===== src/rtl/reg_scoreboard.sv =====
// reg_scoreboard
//   Issue-stage hazard controller for the architectural register file.
//   Each register n (n != 0) has a small saturating count of outstanding
//   writes. Decode is stalled while a source operand still has a pending
//   write (with optional same-cycle writeback bypass) or while the
//   destination's counter is already full. Writeback and squash each
//   release one pending write.
//
// Ports
//   clk, reset               clock, synchronous active-high reset
//   issueValid               decode presents an instruction
//   useRs/issueRs            first source operand enable / index
//   useRt/issueRt            second source operand enable / index
//   issueWrite/issueDst      destination write enable / index
//   wbValid/wbIdx            writeback-stage register write
//   killValid/killIdx        squash of an in-flight writer (release only)
//   stall                    combinational: decode must hold
//   issueAccept              combinational: issueValid & ~stall
//   busyMask                 registered: bit n = counter[n] != 0
//   errUnderflow             registered, sticky: release hit a zero counter
//   stallCount               registered, saturating count of stalled cycles
module reg_scoreboard #(
  parameter int NUM_REGS  = 32,
  parameter int IDX_W     = 5,
  parameter int CNT_W     = 2,
  parameter int WB_BYPASS = 1
) (
  input  logic                clk,
  input  logic                reset,
  input  logic                issueValid,
  input  logic                useRs,
  input  logic                useRt,
  input  logic [IDX_W-1:0]    issueRs,
  input  logic [IDX_W-1:0]    issueRt,
  input  logic                issueWrite,
  input  logic [IDX_W-1:0]    issueDst,
  input  logic                wbValid,
  input  logic [IDX_W-1:0]    wbIdx,
  input  logic                killValid,
  input  logic [IDX_W-1:0]    killIdx,
  output logic                stall,
  output logic                issueAccept,
  output logic [NUM_REGS-1:0] busyMask,
  output logic                errUnderflow,
  output logic [15:0]         stallCount
);

  localparam logic [CNT_W-1:0] CNT_MAX = '1;

  logic [CNT_W-1:0]    cnt     [NUM_REGS];
  logic [CNT_W-1:0]    cntNext [NUM_REGS];
  logic [NUM_REGS-1:0] busyNext;
  logic                underflowNext;
  logic                rsReady;
  logic                rtReady;
  logic                dstBlock;

  // A source is ready when unused, r0, idle, or (bypass) its last pending
  // write retires this very cycle. Kill never bypasses: it writes nothing.
  function automatic logic srcReady(input logic             useSrc,
                                    input logic [IDX_W-1:0] idx,
                                    input logic [CNT_W-1:0] c,
                                    input logic             wbHit);
    return !useSrc || (idx == '0) || (c == '0) ||
           ((WB_BYPASS != 0) && (c == CNT_W'(1)) && wbHit);
  endfunction

  always_comb begin
    rsReady     = srcReady(useRs, issueRs, cnt[issueRs], wbValid && (wbIdx == issueRs));
    rtReady     = srcReady(useRt, issueRt, cnt[issueRt], wbValid && (wbIdx == issueRt));
    // A release to the destination in the same cycle deliberately does not
    // unblock it; this keeps the full check off the writeback path.
    dstBlock    = issueWrite && (issueDst != '0) && (cnt[issueDst] == CNT_MAX);
    stall       = issueValid && (!rsReady || !rtReady || dstBlock);
    issueAccept = issueValid && !stall;
  end

  // Per-register next count: count + inc - relWb - relKill, clamped at 0.
  // inc is only possible when the counter is below max, so no overflow.
  always_comb begin
    logic [CNT_W:0] sum;
    logic [CNT_W:0] rel;
    underflowNext = 1'b0;
    busyNext      = '0;
    sum           = '0;
    rel           = '0;
    for (int n = 0; n < NUM_REGS; n++) begin
      cntNext[n] = '0;
      if (n != 0) begin
        sum = {1'b0, cnt[n]} +
              (CNT_W+1)'(issueAccept && issueWrite && (issueDst == IDX_W'(n)));
        rel = (CNT_W+1)'(wbValid && (wbIdx == IDX_W'(n))) +
              (CNT_W+1)'(killValid && (killIdx == IDX_W'(n)));
        if (rel > sum) begin
          cntNext[n]    = '0;
          underflowNext = 1'b1;
        end else begin
          cntNext[n] = CNT_W'(sum - rel);
        end
      end
      busyNext[n] = (cntNext[n] != '0);
    end
  end

  // State update boundary: counters, busy mask, error flag, stall counter.
  always_ff @(posedge clk) begin
    if (reset) begin
      for (int n = 0; n < NUM_REGS; n++) cnt[n] <= '0;
      busyMask     <= '0;
      errUnderflow <= 1'b0;
      stallCount   <= '0;
    end else begin
      for (int n = 0; n < NUM_REGS; n++) cnt[n] <= cntNext[n];
      busyMask <= busyNext;
      if (underflowNext) errUnderflow <= 1'b1;
      if (issueValid && stall && (stallCount != 16'hFFFF))
        stallCount <= stallCount + 16'd1;
    end
  end

endmodule


===== config.mk =====
export PLATFORM = sky130hd
export DESIGN_NAME = reg_scoreboard
export DESIGN_NICKNAME = d
export VERILOG_FILES = /design/src/rtl/reg_scoreboard.sv
export SDC_FILE = /design/constraint.sdc
export NUM_CORES = 1
export LEC_CHECK = 0
export ABC_AREA = 1
export BUFFER_PORTS_ARGS = -buffer_cell sky130_fd_sc_hd__buf_4
export CAP_MARGIN = 20
export CORE_ASPECT_RATIO = 1.25
export CORE_MARGIN = 4
export CORE_UTILIZATION = 45
export CTS_BUF_LIST = sky130_fd_sc_hd__clkbuf_8 sky130_fd_sc_hd__clkbuf_16
export DETAILED_ROUTE_END_ITERATION = 8
export SLEW_MARGIN = 15
export SYNTH_ARGS = -nofsm -noshare
export SYNTH_HDL_FRONTEND = slang
export SYNTH_SLANG_ARGS = --single-unit
export TNS_END_PERCENT = 10

===== constraint.sdc =====
create_clock -name clk -period 5.7 [get_ports clk]
set_input_delay 1.14 -clock clk [delete_from_list [all_inputs] [get_ports clk]]
set_output_delay 1.14 -clock clk [all_outputs]
set_load 0.005 [all_outputs]

==> flow_metrics.tcl <==
set metrics [dict create \
    status "completed" \
    wl_per_cell_um 17.4 \
    critPathRequiredTime_ps 5930 \
    yosysMostFrequentCell "nand2_1" \
    grt_use_total 0.262 \
    hold_violations 0 \
    wl_um 33100 \
    core-area_um2 22300 \
    synth_area_per_cell_um2 6.57 \
    drt_iter0_drc 857 \
    fin_worst_skew_ps 11.8 \
    syn-instance-count 1548 \
    die_x_um 143 \
    grt_max_degree 35 \
    p_seq_frac 0.441 \
    antenna_found_initial 0 \
    yosys-top-cells-count "nand2_1 (346), inv_1 (258), nor2_1 (223)" \
    p_per_area_nw_per_um2 161 \
    cts_buffers 9 \
    rsz0062_at_grt "false" \
    yosysTopAreaCellShare 0.230 \
    grt_pass1_vias 9488 \
    end_kind "flip-flop" \
    synth_top_cell_by_area "ha_1" \
    ios 84 \
    setup-violations-final 0 \
    async_flop_share 0 \
    fin_nets 1833 \
    worst_ep_arrival_time_ps 5680 \
    final_layout_size_suffix_gt1_frac 0.101 \
    ctsHtreeMaxLevel 3 \
    slowest_stage "nor4_4" \
    hp-class "flip-flop to flip-flop" \
    r2r_end "errUnderflow$_SDFFE_PP0P_" \
    vias_per_cell 5.26 \
    synth_warnings 0 \
    vias 9996 \
    antenna_left 0 \
    drcViolationCount 0 \
    hold_depth 2 \
    rows 61 \
    syn_area_um2 10200 \
    cp_slowest_stage_delay_ps 430 \
    critPathLaunchType "input pin" \
    worstRegToRegCells 28 \
    clkLatencyLatePin_ps 370 \
    ys_ff_latch 110 \
    die_area_um2 25100 \
    finalCritPeriodShare 0.956 \
    place.port_buffers 82 \
    pwr-share-comb 0.208 \
    p_switching_mw 0.584 \
    cts_tree "built" \
    area_delta_synth_final_pct 11.4 \
    clock_path_buffers 2 \
    drv_slew 0 \
    critPathTopFamily "simple AND/OR/NAND/NOR gates" \
    cts.sinks 110 \
    peakVddDrop_v 0.000153 \
    reg2reg_from "cnt[6][1]$_SDFF_PP0_" \
    maxSlewHeadroom 0.504 \
    r2r_slack_ps 1210 \
    cts_hold_buf 0 \
    grt_pass1_wl_um 51300 \
    critPathKind "input pin to flip-flop" \
    overflow 0 \
    routabilityCongestion 1.04 \
    swShare 0.320 \
    cap_viol_max_count 0 \
    synthFlopType "dfxtp_1" \
    die_h_um 176 \
    path_buf_inv 6 \
    crit_path_max_fanout 12 \
    min_from "stallCount[4]$_SDFFE_PP0P_" \
    p_int_mw 1.24 \
    min_to "stallCount[4]$_SDFFE_PP0P_" \
    worst_path_most_repeated_cell "nand2_1" \
    syn_nets 1768 \
    synth-edff-count 0 \
    place_hpwl_um 26300 \
    ys_seq_area_frac 0.216 \
    power_mw 1.82 \
    pwr-share-clk 0.350 \
    cts_root_buf "clkbuf_16" \
    tightest_slew_ps 741 \
    synthDistinctLibCells 38 \
    synthTopCellsByArea "ha_1 (23%), dfxtp_1 (22%), nand2_1 (13%), inv_1 (9.5%), nor2_1 (8.2%)" \
    leakage_nw 6.14 \
    max_freq_mhz 183 \
    clk_pin_slew_worst_paths_ps 80 \
    period_minus_slack_ps 5450 \
    floorplan.initialDensity 0.457 \
    dpl-instance-area_um2 11000 \
    n_fill_cell 2304 \
    diodes 0 \
    stdcell_area_um2 11300 \
    drt-pass1-iter-count 5 \
]
flip-flops by register name, summed over array words and instances (netlist names):
name	flops
busyMask	31
cnt	62
errUnderflow	1
stallCount	16
per-layer routing:
metal	track usage	wire length, um
met1	0.339	14000
met5	0	0
met2	0.434	15100
met3	0.0331	2430
met4	0.116	1540
power groups by stage:
| stage | logic [mW] | registers [mW] | clock network [mW] |
|---|---|---|---|
| CTS | 0.370 | 0.805 | 0.660 |
| detailed placement | 0.367 | 0.823 | 0 |
| floorplan | 0.235 | 0.818 | 0 |
| global placement | 0.365 | 0.823 | 0 |
| global route | 0.416 | 0.807 | 0.684 |
| finish | 0.379 | 0.805 | 0.639 |
cells by family after synthesis:
kind of cell,after synthesis,synth area share
XOR/XNOR,45,0.0387
flip-flops,110,0.216
AND/OR/NAND/NOR,800,0.338
buffers and inverters,312,0.124
AO/OA/AOI/OAI,93,0.0525
adder cells (fa/ha/maj),187,0.230
other,1,0.000369
what timing repair did:
action | 4_1_cts | 5_1_grt
endpoints found under the setup margin | 1 | 1
buffers inserted | 0 | 0
gates resized for setup | 2 | 3
pin swaps | 0 | 0
cells in the final DEF (no fill, tap or decap), drive strengths merged:
master,count
and3,1
buf,101
clkbuf,10
nor3b,1
nand4,24
nor2,225
a21oi,37
or2,31
conb,1
xnor2,38
nor4,4
nand3b,11
nand2,349
nand3,110
o22ai,2
o21ai,27
nor3,44
xor2,7
clkinvlp,1
o21bai,4
clkinv,4
ha,187
a31oi,1
dfxtp,110
inv,266
o211ai,12
a211oi,10
worst max-delay path by stage:
stage / startpoint / to / slack, ps / depth (start not counted)
3_3_place_gp: issueRs[0] / errUnderflow$_SDFFE_PP0P_ / -670 / 31
5_1_grt: issueRs[2] / errUnderflow$_SDFFE_PP0P_ / 80 / 30
2_1_floorplan: issueDst[0] / errUnderflow$_SDFFE_PP0P_ / 1370 / 30
6_report: issueRs[2] / errUnderflow$_SDFFE_PP0P_ / 250 / 30
4_1_cts: issueRs[1] / errUnderflow$_SDFFE_PP0P_ / 110 / 29
3_5_place_dp: issueRs[0] / errUnderflow$_SDFFE_PP0P_ / -550 / 29
stage by stage:
step | TNS, ps | worst slack, ps | cells | utilization | hold WS, ps
after floorplan | 0 | 1370 | 1548 | - | 483
after global placement | -674 | -674 | 1885 | 0.494 | 498
after detailed placement | -545 | -545 | 1885 | 0.494 | 508
after CTS | 0 | 109 | 1901 | 0.508 | 520
after global routing | 0 | 78.3 | 1901 | 0.509 | 560
final | 0 | 249 | 1901 | 0.509 | 514
cell type report:
class,count,area (um^2),share of cell area
multi-input cells,1126,6740,0.594
flip-flops and latches,110,2200,0.194
inverters,265,997,0.0879
repair buffers,101,758,0.0669
well taps,283,354,0.0312
clock buffers,10,239,0.0211
clock inverters,6,52.6,0.00463
worst register-to-register path: cells and delay by family, from the launching register on:
family                   cells  cell delay [ps]
adder cells (fa/ha/maj)      3              770
buffers and inverters        5              520
AO/OA/AOI/OAI                3              510
flip-flops                   1              400
AND/OR/NAND/NOR             17             2170
Power figures use the tool's default switching activity.
